`src/rtl/debounce_pkg.sv`:
```
// rtl/debounce_pkg.sv - shared defaults, edge encoding and counter sizing for the debouncer
package debounce_pkg;

    localparam int DEF_STABLE_CYCLES = 4;
    localparam int DEF_SYNC_STAGES   = 2;

    typedef enum logic [1:0] {
        EDGE_NONE = 2'b00,
        EDGE_RISE = 2'b01,
        EDGE_FALL = 2'b10
    } edge_e;

    // Counter only has to reach STABLE_CYCLES-1; never narrower than one bit.
    function automatic int cnt_width(input int stable);
        return (stable < 1) ? 1 : $clog2(stable + 1);
    endfunction

endpackage

```
`src/rtl/debounce_sync.sv`:
```
// rtl/debounce_sync.sv - plain flop-chain synchronizer for a single asynchronous bit
module debounce_sync #(
    parameter int   STAGES      = 2,
    parameter logic RESET_VALUE = 1'b0
) (
    input  logic clock,
    input  logic reset,
    input  logic i_async,
    output logic o_sync
);

    logic [STAGES-1:0] r_chain;

    always_ff @(posedge clock or posedge reset) begin
        if (reset) begin
            r_chain <= {STAGES{RESET_VALUE}};
        end else begin
            r_chain <= {r_chain[STAGES-2:0], i_async};
        end
    end

    assign o_sync = r_chain[STAGES-1];

endmodule

```
`src/rtl/debounce.sv`:
```
// rtl/debounce.sv - key debouncer: synchronizer, stability counter, registered level and edge pulses
module debounce
    import debounce_pkg::*;
#(
    parameter int   STABLE_CYCLES = DEF_STABLE_CYCLES,
    parameter int   SYNC_STAGES   = DEF_SYNC_STAGES,
    parameter logic RESET_VALUE   = 1'b0
) (
    input  logic clock,
    input  logic reset,
    input  logic in,
    output logic out,
    output logic rise,
    output logic fall
);

    localparam int             CW     = cnt_width(STABLE_CYCLES);
    localparam logic [CW-1:0]  C_LAST = CW'(STABLE_CYCLES - 1);

    logic          w_sync_in;
    logic [CW-1:0] r_count;
    logic [CW-1:0] w_count_nxt;
    logic          r_out;
    logic          w_out_nxt;
    logic          r_rise;
    logic          r_fall;
    edge_e         w_edge;

    debounce_sync #(
        .STAGES      (SYNC_STAGES),
        .RESET_VALUE (RESET_VALUE)
    ) u_sync (
        .clock   (clock),
        .reset   (reset),
        .i_async (in),
        .o_sync  (w_sync_in)
    );

    // The counter restarts whenever the synchronized input agrees with out,
    // so it tops out at C_LAST and cannot wrap.
    always_comb begin
        w_count_nxt = '0;
        w_out_nxt   = r_out;
        w_edge      = EDGE_NONE;
        if (w_sync_in != r_out) begin
            if (r_count == C_LAST) begin
                w_out_nxt = w_sync_in;
                w_edge    = w_sync_in ? EDGE_RISE : EDGE_FALL;
            end else begin
                w_count_nxt = r_count + 1'b1;
            end
        end
    end

    always_ff @(posedge clock or posedge reset) begin
        if (reset) begin
            r_count <= '0;
            r_out   <= RESET_VALUE;
            r_rise  <= 1'b0;
            r_fall  <= 1'b0;
        end else begin
            r_count <= w_count_nxt;
            r_out   <= w_out_nxt;
            r_rise  <= (w_edge == EDGE_RISE);
            r_fall  <= (w_edge == EDGE_FALL);
        end
    end

    assign out  = r_out;
    assign rise = r_rise;
    assign fall = r_fall;

endmodule

```
`config.mk`:
```
export PLATFORM = sky130hd
export DESIGN_NAME = debounce
export DESIGN_NICKNAME = d
export VERILOG_FILES = /design/src/rtl/debounce_pkg.sv /design/src/rtl/debounce_sync.sv /design/src/rtl/debounce.sv
export SDC_FILE = /design/constraint.sdc
export NUM_CORES = 1
export LEC_CHECK = 0
export ABC_AREA = 1
export CORE_AREA = 2 2 39 41
export DETAILED_ROUTE_END_ITERATION = 6
export DIE_AREA = 0 0 41 43
export HOLD_SLACK_MARGIN = 0.02
export PLACE_DENSITY = 0.39
export SYNTH_ARGS = -nofsm -noshare
export SYNTH_HDL_FRONTEND = slang
export SYNTH_SLANG_ARGS = --single-unit
```
`constraint.sdc`:
```
create_clock -name clock -period 1.6 [get_ports clock]
set_input_delay 0.48 -clock clock [delete_from_list [all_inputs] [get_ports clock]]
set_output_delay 0.48 -clock clock [all_outputs]
set_load 0.02 [all_outputs]
```
[Yosys cells after proc, flatten, opt, wreduce, memory -nomap -nowiden]
Cells that the tools add are included.
Operators by class
  magnitude comparators: 0
  mux-type cells: 5
  shift-type cells: 0
  divide/modulo/power cells: 0
  add/subtract/negate cells: 1
  equal/unequal tests: 4
  multipliers: 0
  bitwise operators: 0
  reduce and logical (&&, ||, !) cells: 1
Operator list (number)
  2-bit two-way mux: 3
  3-bit two-way mux: 2
  3-bit by 1-bit adder with 3-bit output (second input constant): 1
  3-bit by 2-bit equality test with 1-bit output (second input constant): 1
  2-bit by 1-bit equality test with 1-bit output (second input constant): 1
  2-bit equality test (second input constant): 1
  2-bit AND reduction: 1
  1-bit != test: 1
Word-level totals
  memories kept: 0
  latch bits: 0
  bits of input ports: 3
  ROM bits: 0
  RAM bits: 0
  logic and storage cells: 16
  flip-flop bits (word level): 8

[Longest topological paths before layout]
  depth after elaboration: 4
  depth in mapped cells: 4
  gate-level depth less buffers: 4

[By module]
Synthesis repeated with hierarchy kept, for this count alone.
Second synthesis, totals
  cells, all modules: 31
  area, all modules: 300.3 µm²
Modules (own cells, without submodules)
  debounce: instances 1, area each 246.5 µm², seq. area each 150.1 µm², cells an instance 28
  debounce_sync: instances 1, area each 53.8 µm², seq. area each 50.0 µm², cells an instance 3

[Worst setup path after synthesis]
OpenSTA, ideal clock, no wires.
  kind: reg2out
  from: register r_out (netlist: out)
  to: output out
  path slack: 0.669 ns
  data required time: 1.120 ns
  arrival time: 0.451 ns
  stages on the path, launching flop included: 1
  cell sequence: dfrtp_1
RTL lines
  start: declaration: line debounce.sv:23  | logic r_out;
  start signal: assignment: line debounce.sv:63  | r_out <= w_out_nxt;
  end: declaration: line debounce.sv:12  | output logic out,
No word-level cell between the ends.

[Worst setup path after layout]
  from: register r_out (netlist: out)
  to: output out
No word-level cell between the ends.

==> impl_metrics.yaml <==
worst_setup_path:
  critPathCapture: "out"
  reg2reg_slack_ns: 0.62
  worst_path_dominant_cell_family: "flip-flops"
  critical_path_arrival_ns: 0.97
  timing.critical_path.required_ns: 1.12
  path_depth: 1
  worst-path-buf-inv: 1
  start_kind: "flip-flop"
  cp_cell_sequence: "dlygate4sd2_1"
  criticalPathCategory: "flip-flop to primary output"
  worst_setup_path_startpoint: "out"
  crit-reg2reg-launch: "r_count[0]"
  cpPeakStageDelay_ns: 0.40
  critical_path_peak_fanout: 4
  end_kind: "primary output"
  critPathSlowestCell: "dfrtp_1"
  worst_r2r_endpoint: "r_count[1]"
  worst_r2r_path_depth: 4
routing:
  top_layer: "met4"
  drt_pass1_iterations: 2
  drc: 0
  detail_route.wl_per_cell_um: 8.11
  finalWirelength_um: 438
  wl_met3_um: 32
  drt_iter0_markers: 2
  vias_per_cell: 3.80
  met2WireLength_um: 203
  wl_met1_um: 189
  vias: 205
  antenna_left: 0
job:
  max_cap_violations: 0
floorplan:
  die-height_um: 43
  die_area_um2: 1760
  floorplan.io_pins: 6
  core_um2: 1380
  floorplan.initialDensity: 0.214
  dieWidth_um: 41
  floorplan.rows: 14
timing:
  slew_headroom: 0.804
  share_of_the_clock_period_used_by_the_worst_path: 0.909
  setup_ws_ns: 0.146
  setup_repair_after_global_routing_missed_its_margin: "false"
  max_slew.worst_pin.slew_ns: 0.294
  timing_max_transition_violations_final: 0
  timing.final.setup_violations: 0
  timing.final.crit_period_ns: 1.45
  holdWs_ns: 0.349
  finalClockSkew_ns: 0.000589
  final_hold_viol_count: 0
  achievable-frequency_mhz: 688
  timing.setup.tns_ns: 0
global_routing:
  grt_max_degree: 9
  first_global_vias: 207
  global_route.overflow_total: 0
  track_usage: 0.0771
  grt_pass1_wl_um: 800
  antenna_found_initial: 0
run_status:
  status: "completed"
cells_and_area:
  final_design_area_no_fill_um2: 385
  final_nets: 44
  area_growth_syn_to_layout_pct: 30.0
  n_antenna_cell: 0
  final_layout_size_suffix_gt1_frac: 0.105
clock_network:
  cts.sinks: 8
  ctsRootBufferMaster: "clkbuf_4"
  cts_buffers: 3
  hold_fix_buffers_cts: 0
  worstSkewPairLatency_ns: 0.24
  cts.reportedPaths.clkPinSlew_ns: 0.05
  cts_tree: "built"
  cts_max_path_buffers: 2
  clock_tree.htree_level_count: 1
place:
  placement.cell_area_um2: 367
  detailedPlace.worstSlack_ns: 0.132
  gp_routability_congestion: 0.651
  io_buffer_count: 5
  hpwl_um: 354
yosys:
  number_of_nets_produced_by_synthesis: 34
  synth_seq_cells: 8
  yosysSeqAreaShare: 0.675
  synth_largest_area_cell: "dfrtp_1"
  syn_area_per_cell_um2: 9.88
  synthesized_cell_area_um2: 297
  yosys-top-cells-area: "dfrtp_1 68%, nand2_1 10%, inv_1 7.6%"
  synthesis.yosys.warnings: 0
  netlist_instances: 30
  area_share_of_the_largest_cell_type_after_synthesis: 0.675
  yosysUniqueCellTypes: 8
min_path:
  hold_path.class: "flip-flop to flip-flop"
power_and_ir_drop:
  leakage_uw: 0.000210
  power-per-cell-area_nw_per_um2: 1430
  vdd_drop_max_v: 0.000370
-- synth_stat cells --
| cell | count |
|---|---|
| nor3_1 | 1 |
| inv_1 | 6 |
| nand2_1 | 8 |
| nor2_1 | 4 |
| nand3_1 | 1 |
| dfrtp_1 | 8 |
| nand2_2 | 1 |
| ha_1 | 1 |
-- sequential cells by signal (all words and copies together), names as in the netlist --
signal	count
fall	1
out	1
r_count	3
rise	1
u_sync.r_chain	2
-- worst min-delay path by stage --
stage,start,endpoint,cells past startpoint
floorplan,reset,fall,1
global placement,u_sync.r_chain[0],u_sync.r_chain[1],0
detailed placement,u_sync.r_chain[0],u_sync.r_chain[1],0
CTS,u_sync.r_chain[0],u_sync.r_chain[1],0
global route,u_sync.r_chain[0],u_sync.r_chain[1],0
finish,u_sync.r_chain[0],u_sync.r_chain[1],0
-- metal layers --
| metal | vias up | track usage |
|---|---|---|
| met3 | 2 | 0.0314 |
| met2 | 5 | 0.100 |
| li1 | 106 | - |
| met5 | - | 0 |
| met4 | 0 | 0.100 |
| met1 | 92 | 0.0764 |
-- cell usage in the layout, fill, tap and decap left out --
| cell type | instances |
|---|---|
| nand2_2 | 1 |
| ha_1 | 1 |
| clkdlybuf4s50_1 | 2 |
| nand2_1 | 8 |
| dlygate4sd2_1 | 3 |
| nor2_1 | 4 |
| clkbuf_4 | 3 |
| dfrtp_1 | 8 |
| nor3_1 | 1 |
| nand3_1 | 1 |
| inv_1 | 6 |
-- cell families after synthesis --
group,count (synthesis),share of synthesized area
AND/OR/NAND/NOR,15,0.207
flip-flops,8,0.675
buffers and inverters,6,0.0759
adder cells (fa/ha/maj),1,0.0422
-- layout make-up --
cell class	count	area [µm²]
tap	16	20.0
fill	151	998
inverter	6	22.5
timing repair buffer	5	46.3
sequential	8	200
clock buffer	3	22.5
multi-input combinational	16	73.8
-- report_power, final --
| group | internal [µW] | total [µW] | leakage [µW] | switching (µW) |
|---|---|---|---|---|
| Combinational | 56.2 | 143 | 0.0000925 | 86.8 |
| Sequential | 241 | 263 | 0.000103 | 22.8 |
| Clock | 85.2 | 144 | 0.0000138 | 59.0 |
| Total | 382 | 550 | 0.000210 | 169 |
-- stage by stage --
stage,total power [µW],util,std cells
global route,607,0.278,54
finish,550,0.278,54
floorplan,366,-,30
global placement,413,0.265,51
detailed placement,422,0.265,51
CTS,563,0.278,54
-- repair_timing --
action                                  in CTS  in global routing
gates resized for setup                      3                  0
endpoints found under the setup margin       3                  0
setup buffers                                0                  0
Note: power is estimated with default switching activity, not from simulation.
